$ cat src/rtl/ball_rally_engine.sv
// ball_rally_engine: split-field ball serve/bounce/handoff engine; HANDOFF_TIMEOUT_EN adds a TX timeout
module ball_rally_engine #(
  parameter int FIELD_W = 640,
  parameter int FIELD_H = 480,
  parameter int BALL_SIZE = 20,
  parameter int X_STEP = 10,
  parameter int GRAV_PERIOD = 4,
  parameter int BASE_TICKS = 270000,
  parameter int SERVE_Y = 220,
  parameter int VY_INIT = -3,
  parameter int VY_W = 8,
  parameter int SCORE_W = 4
`ifdef HANDOFF_TIMEOUT_EN
  , parameter int TIMEOUT_CYCLES = 2500000
`endif
) (
  input  logic                             clk_25MHZ,
  input  logic                             reset_n,
  input  logic                             start,
  input  logic                             collision,
  input  logic [9:0]                       paddle_speed,
  output logic [9:0]                       ball_x,
  output logic [9:0]                       ball_y,
  output logic                             ball_dir,
  output logic                             game_over,
  output logic [SCORE_W-1:0]               miss_count,
  output logic                             tx_valid,
  input  logic                             tx_ready,
  output logic [9:0]                       tx_y,
  output logic signed [VY_W-1:0]           tx_vy,
  output logic [$clog2(GRAV_PERIOD)-1:0]   tx_grav,
  output logic [1:0]                       tx_lvl,
  input  logic                             rx_valid,
  output logic                             rx_ready,
  input  logic [9:0]                       rx_y,
  input  logic signed [VY_W-1:0]           rx_vy,
  input  logic [$clog2(GRAV_PERIOD)-1:0]   rx_grav,
  input  logic [1:0]                       rx_lvl
);
  localparam int GW = $clog2(GRAV_PERIOD);
  localparam int TW = $clog2(BASE_TICKS + 1);
  localparam logic signed [VY_W-1:0] VPOS = VY_W'(2 ** (VY_W - 1) - 1);
  localparam logic signed [VY_W:0] VMAX = {1'b0, VPOS};
  localparam logic signed [10:0] YMAX = 11'(FIELD_H - 1);
  localparam logic [9:0] X_EDGE = 10'(FIELD_W - BALL_SIZE);

  typedef enum logic [1:0] {IDLE, RUN, TX, OVER} state_t;
  state_t st, st_nx;

  logic signed [VY_W-1:0] vy, vy_nx, vy_s, vy_neg;
  logic signed [VY_W:0] vy_inc;
  logic signed [10:0] y_s;
  logic [GW-1:0] grav, grav_nx, grav_s;
  logic [1:0] lvl, lvl_nx, spd_lvl, txl_nx;
  logic [TW-1:0] tick, tick_nx, per_raw, tick_last;
  logic [9:0] x_nx, y_nx, txy_nx;
  logic signed [VY_W-1:0] txvy_nx;
  logic [GW-1:0] txg_nx;
  logic [SCORE_W-1:0] miss_nx, miss_inc;
  logic dir_nx, txv_nx, wrap, hi, lo;
`ifdef HANDOFF_TIMEOUT_EN
  localparam int MW = $clog2(TIMEOUT_CYCLES + 1);
  logic [MW-1:0] tmo, tmo_nx;
`endif

  assign game_over = st == OVER;
  assign rx_ready  = st == IDLE || st == OVER;
  // Fast levels may shift the period to zero; treat that as one step per cycle.
  assign per_raw   = TW'(BASE_TICKS) >> lvl;
  assign tick_last = per_raw == '0 ? '0 : per_raw - TW'(1);
  assign spd_lvl   = paddle_speed < 10'd2 ? 2'd0 : paddle_speed < 10'd4 ? 2'd1 :
                     paddle_speed < 10'd8 ? 2'd2 : 2'd3;
  assign miss_inc  = &miss_count ? miss_count : miss_count + SCORE_W'(1);
  assign wrap      = grav == GW'(GRAV_PERIOD - 1);
  assign grav_s    = wrap ? '0 : grav + GW'(1);
  assign vy_inc    = {vy[VY_W-1], vy} + {{VY_W{1'b0}}, wrap};
  assign vy_s      = vy_inc > VMAX ? VPOS : vy_inc < -VMAX ? -VPOS : vy_inc[VY_W-1:0];
  assign vy_neg    = -vy_s;
  assign y_s       = $signed({1'b0, ball_y}) + 11'(vy);
  assign hi        = y_s >= YMAX;
  assign lo        = y_s <= 11'sd0;

  always_comb begin
    st_nx = st;
    x_nx = ball_x;
    y_nx = ball_y;
    vy_nx = vy;
    grav_nx = grav;
    lvl_nx = lvl;
    tick_nx = tick;
    dir_nx = ball_dir;
    miss_nx = miss_count;
    txv_nx = tx_valid;
    txy_nx = tx_y;
    txvy_nx = tx_vy;
    txg_nx = tx_grav;
    txl_nx = tx_lvl;
`ifdef HANDOFF_TIMEOUT_EN
    tmo_nx = tmo;
`endif
    case (st)
      IDLE, OVER: begin
        if (rx_valid) begin
          st_nx = RUN;
          x_nx = X_EDGE;
          y_nx = rx_y;
          vy_nx = rx_vy;
          grav_nx = rx_grav;
          lvl_nx = rx_lvl;
          dir_nx = 1'b0;
          tick_nx = '0;
        end else if (start) begin
          st_nx = RUN;
          x_nx = '0;
          y_nx = 10'(SERVE_Y);
          vy_nx = VY_W'(VY_INIT);
          grav_nx = '0;
          lvl_nx = '0;
          dir_nx = 1'b1;
          tick_nx = '0;
        end
      end
      RUN: begin
        if (collision && !ball_dir) begin
          dir_nx = 1'b1;
          tick_nx = '0;
          lvl_nx = spd_lvl;
        end else if (ball_dir && ball_x >= X_EDGE) begin
          st_nx = TX;
          txv_nx = 1'b1;
          txy_nx = ball_y;
          txvy_nx = vy;
          txg_nx = grav;
          txl_nx = lvl;
`ifdef HANDOFF_TIMEOUT_EN
          tmo_nx = '0;
`endif
        end else if (tick == tick_last) begin
          tick_nx = '0;
          if (!ball_dir && ball_x < 10'(X_STEP)) begin
            st_nx = OVER;
            x_nx = '0;
            y_nx = 10'(SERVE_Y);
            miss_nx = miss_inc;
          end else begin
            x_nx = ball_dir ? ball_x + 10'(X_STEP) : ball_x - 10'(X_STEP);
            grav_nx = grav_s;
            y_nx = hi ? 10'(FIELD_H - 1) : lo ? '0 : y_s[9:0];
            vy_nx = (hi || lo) ? vy_neg : vy_s;
          end
        end else begin
          tick_nx = tick + TW'(1);
        end
      end
      TX: begin
        if (tx_ready) begin
          st_nx = IDLE;
          txv_nx = 1'b0;
          x_nx = '0;
          y_nx = 10'(SERVE_Y);
        end
`ifdef HANDOFF_TIMEOUT_EN
        else if (tmo == MW'(TIMEOUT_CYCLES - 1)) begin
          st_nx = OVER;
          txv_nx = 1'b0;
          x_nx = '0;
          y_nx = 10'(SERVE_Y);
          miss_nx = miss_inc;
        end else begin
          tmo_nx = tmo + MW'(1);
        end
`endif
      end
      default: ;
    endcase
  end

  always_ff @(posedge clk_25MHZ or negedge reset_n) begin
    if (!reset_n) begin
      st <= IDLE;
      ball_x <= '0;
      ball_y <= 10'(SERVE_Y);
      vy <= VY_W'(VY_INIT);
      grav <= '0;
      lvl <= '0;
      tick <= '0;
      ball_dir <= 1'b1;
      miss_count <= '0;
      tx_valid <= 1'b0;
      tx_y <= '0;
      tx_vy <= '0;
      tx_grav <= '0;
      tx_lvl <= '0;
`ifdef HANDOFF_TIMEOUT_EN
      tmo <= '0;
`endif
    end else begin
      st <= st_nx;
      ball_x <= x_nx;
      ball_y <= y_nx;
      vy <= vy_nx;
      grav <= grav_nx;
      lvl <= lvl_nx;
      tick <= tick_nx;
      ball_dir <= dir_nx;
      miss_count <= miss_nx;
      tx_valid <= txv_nx;
      tx_y <= txy_nx;
      tx_vy <= txvy_nx;
      tx_grav <= txg_nx;
      tx_lvl <= txl_nx;
`ifdef HANDOFF_TIMEOUT_EN
      tmo <= tmo_nx;
`endif
    end
  end
endmodule

$ cat config.mk
export PLATFORM = sky130hd
export DESIGN_NAME = ball_rally_engine
export DESIGN_NICKNAME = d
export VERILOG_FILES = /design/src/rtl/ball_rally_engine.sv
export SDC_FILE = /design/constraint.sdc
export NUM_CORES = 1
export LEC_CHECK = 0
export ABC_AREA = 1
export CAP_MARGIN = 20
export CORE_MARGIN = 8
export CORE_UTILIZATION = 45
export DETAILED_ROUTE_END_ITERATION = 8
export GPL_TIMING_DRIVEN = 0
export HOLD_SLACK_MARGIN = 0.1
export PLACE_DENSITY = 0.75
export SYNTH_ARGS = -nofsm -noshare
export SYNTH_HDL_FRONTEND = slang
export SYNTH_SLANG_ARGS = --single-unit
$ cat constraint.sdc
create_clock -name clk_25MHZ -period 3.1 [get_ports clk_25MHZ]
set_input_delay 0.465 -clock clk_25MHZ [delete_from_list [all_inputs] [get_ports clk_25MHZ]]
set_output_delay 0.465 -clock clk_25MHZ [all_outputs]
set_load 0.02 [all_outputs]
==> reports/summary.txt <==
status -> finished clean
post-route ant nets -> 0
# IOs -> 88
Top Family by Delay on Critical Path -> simple AND/OR/NAND/NOR gates
fin crit period -> 2.89 ns
hold slack -> 0.488 ns
n_diodes -> 0
# DRC -> 0
GPL Wtd Cong -> 0.878
critical-path cell list -> ha_2 > inv_1 > fa_1 > nand3b_1 > nand2_2 > nand2_1 > nand2_1 > nand2_1 > nand2_1 > nor2_1 > nand4_1 > nand4_4 > buf_6 > o21ai_1 > nand2_1 > a21oi_1
Worst EP arrival -> 3.16 ns
core outline area -> 12500 um^2
flip-flop and latch area -> 2020 um^2
area grow syn2layout -> 25.6%
initial antenna violation count -> 0
met3 Use GR -> 4.01%
max-cap violation count -> 0
kind of start point of the critical path -> flop
Synth top area share -> 29.5%
aggregate global routing overflow -> 0
Reg power frac -> 21.5%
fmax -> 346 MHz
count leader, synth -> nand2_1
switching share of power -> 50.6%
Syn Area/Cell -> 7.23 um^2
global-route wire length before repair -> 26100 um
asr flop ratio synth -> 100%
Min-Delay Path Class -> flop to flop
GRT Max-Usage Layer -> met2
root buffer cell -> clkbuf_16
vias in the first global route -> 5325
prevailing post-synth register cell -> dfrtp_1
Nets -> 954
met1 Track Usage GR -> 25.9%
Net Switching -> 4.45 mW
Clk pwr share -> 12.3%
Synth Instances -> 786
# setup viols final -> 0
Layout fillers -> 1212
Final Non-Filler Cells -> 1063
final setup margin -> 0.209 ns
pre-CTS setup slack -> 0.155 ns
static leakage -> 3.51 nW
Worst Setup Path Type -> flop to flop
DIE HEIGHT -> 128 um
Core Rows -> 41
CP peak stage delay -> 0.58 ns
Initial Util -> 45.6%
met2 Use GR -> 31.1%
Chip Width -> 128 um
mapped cell area -> 5680 um^2
DP Cell Count -> 1044
clock buffer count from CTS -> 9
worst slew pin tran -> 0.712 ns
Clk Latency, worst-skew pair -> 0.34 ns
first drt pass iteration count -> 5
Final Max Tran Viols -> 0
Clock Tree Buf Depth -> 2
fin crit share -> 93.2%
gr usage total -> 19.7%
most frequent cells after synthesis -> nand2_1 (224), inv_1 (106), dfrtp_1 (67), nor2_1 (67), nand3_1 (61)
largest net degree at the start of global routing -> 50
crit path max fanout -> 10
wire per inst -> 14.7 um
final WL -> 15600 um
final hold vios -> 0
post-synthesis sequential area ratio -> 35.5%
Slowest cell on crit path -> dfstp_2
PD cells -> 1230 nW/um^2
Netlist cell types -> 55
share of cells above drive strength 1 -> 9.32%
Comb power frac -> 66.3%
area of the multi-input gates -> 3190 um^2
PortBufs -> 85
critical path capture point type -> flop
CTS tree -> done
EDFF count, synth -> 0
clk_skew -> 0.00916 ns
synth top area cells -> dfrtp_1 (30%), nand2_1 (15%), inv_1 (7.0%), ha_1 (6.4%), dfstp_2 (6.0%)
hpwl dp -> 12100 um
crit path buf inv count -> 2
total clock sinks -> 80
routed vias/inst -> 5.10
initial drt markers -> 409
H-Tree Depth -> 3
synth warn -> 0
placed cell area -> 6770 um^2
Seq cells post-synth -> 80
cell mode on critical path -> nand2_1
CTS clk-pin slew, worst paths -> 0.06 ns
max_slew headroom -> 52.0%
Internal -> 4.34 mW
area leader, netlist -> dfrtp_1
die area -> 16500 um^2
VDD IR-drop max -> 0.703 mV
Mapped Nets -> 854
Worst EP required -> 3.36 ns
via count -> 5420
post-route design area -> 7140 um^2
-- stage by stage --
stage	setup TNS (ns)	utilization [%]	power (mW)
detailed placement	0	54.3	7.50
floorplan	0	-	5.82
global placement	-96.29	54.1	7.41
finish	0	57.2	8.79
CTS	0	56.8	8.63
global route	-0.00292	57.2	9.64
-- tightest hold or removal path, cell delays in order (launching register included) --
cell and delay (ns):
dfrtp_1 0.34, nand2_1 0.05, o21ai_0 0.06
-- layer usage --
metal  routed length, um  up-vias
li1                    -     2722
met1                7130     2502
met2                7040      169
met3                1060       27
met4                 371        0
met5                   0        -
-- power groups by stage --
stage               combinational, mW  clock [mW]  sequential, mW
floorplan                        3.74           0            2.08
global placement                 5.52           0            1.89
detailed placement               5.60           0            1.89
CTS                              5.64        1.10            1.88
global route                     6.56        1.14            1.94
finish                           5.82        1.08            1.88
-- path summary, 6_finish.rpt --
path | slack, ns | from | to | depth (start not counted)
min reg2reg | 0.49 | tx_vy[0] | tx_vy[0] | 2
max in group asynchronous | 1.84 | reset_n | vy[7] | 3
max | 0.21 | vy[0] | vy[1] | 16
min in group asynchronous | 0.61 | reset_n | tick[8] | 2
max reg2reg | 0.21 | vy[0] | vy[1] | 16
min | 0.49 | tx_vy[0] | tx_vy[0] | 2
-- placed cells by master, fill, tap and decap left out, types with 2 or more instances in the layout --
cell / Yosys / final
buf_4: 2 / 5
xor2_1: 23 / 23
inv_1: 106 / 105
clkdlybuf4s50_1: 0 / 84
nor2_2: 6 / 5
nor2_1: 67 / 67
clkbuf_2: 4 / 4
nor3_2: 2 / 2
o21ai_1: 2 / 2
nor2_4: 1 / 2
dfrtp_1: 67 / 67
mux2_2: 6 / 6
o32ai_1: 2 / 2
clkbuf_1: 5 / 7
a21oi_1: 26 / 26
o21ai_0: 45 / 44
nor3_1: 5 / 5
nand2_1: 224 / 221
o211ai_1: 5 / 5
buf_6: 1 / 2
o21ai_2: 1 / 2
a22oi_1: 5 / 5
o21bai_1: 4 / 4
o22ai_1: 4 / 4
buf_2: 4 / 3
dfstp_2: 13 / 13
nand3_1: 61 / 61
nand4_1: 9 / 9
or2_1: 2 / 2
inv_2: 4 / 5
ha_1: 29 / 28
xnor2_1: 15 / 15
o31ai_1: 3 / 3
a31oi_1: 2 / 2
nand2_2: 5 / 8
clkbuf_16: 0 / 9
nand3b_1: 5 / 5
-- logic make-up after synthesis --
group,after synthesis,synth area share (%)
xor+xnor,38,5.86
fa+ha+maj,30,6.74
simple gates,399,31.2
compound gates,103,10.4
buf+inv,128,8.90
flops,80,35.5
other cells,1,0.0660
mux,7,1.37
-- registers in the layout, indices dropped and copies added, names as in the netlist, 4 cells and up --
name / count
ball_x: 9
tx_y: 10
tick: 19
miss_count: 4
ball_y: 10
tx_vy: 8
vy: 8
-- layout make-up --
type | count | area share (%)
multi-input cells | 578 | 44.7
flip-flops and latches | 80 | 28.3
repair buffers | 89 | 12.6
inverters | 111 | 5.84
clock buffers | 12 | 3.45
well taps | 172 | 3.02
plain buffers | 17 | 1.33
clock inverters | 4 | 0.736
-- repair_timing --
action                                 CTS  global route
setup endpoints to repair                0            14
buffers inserted                         0             2
endpoints found under the hold margin   25             0
hold buffers                             1             0
resized for setup                        0            13
(Power assumes the default switching activity.)
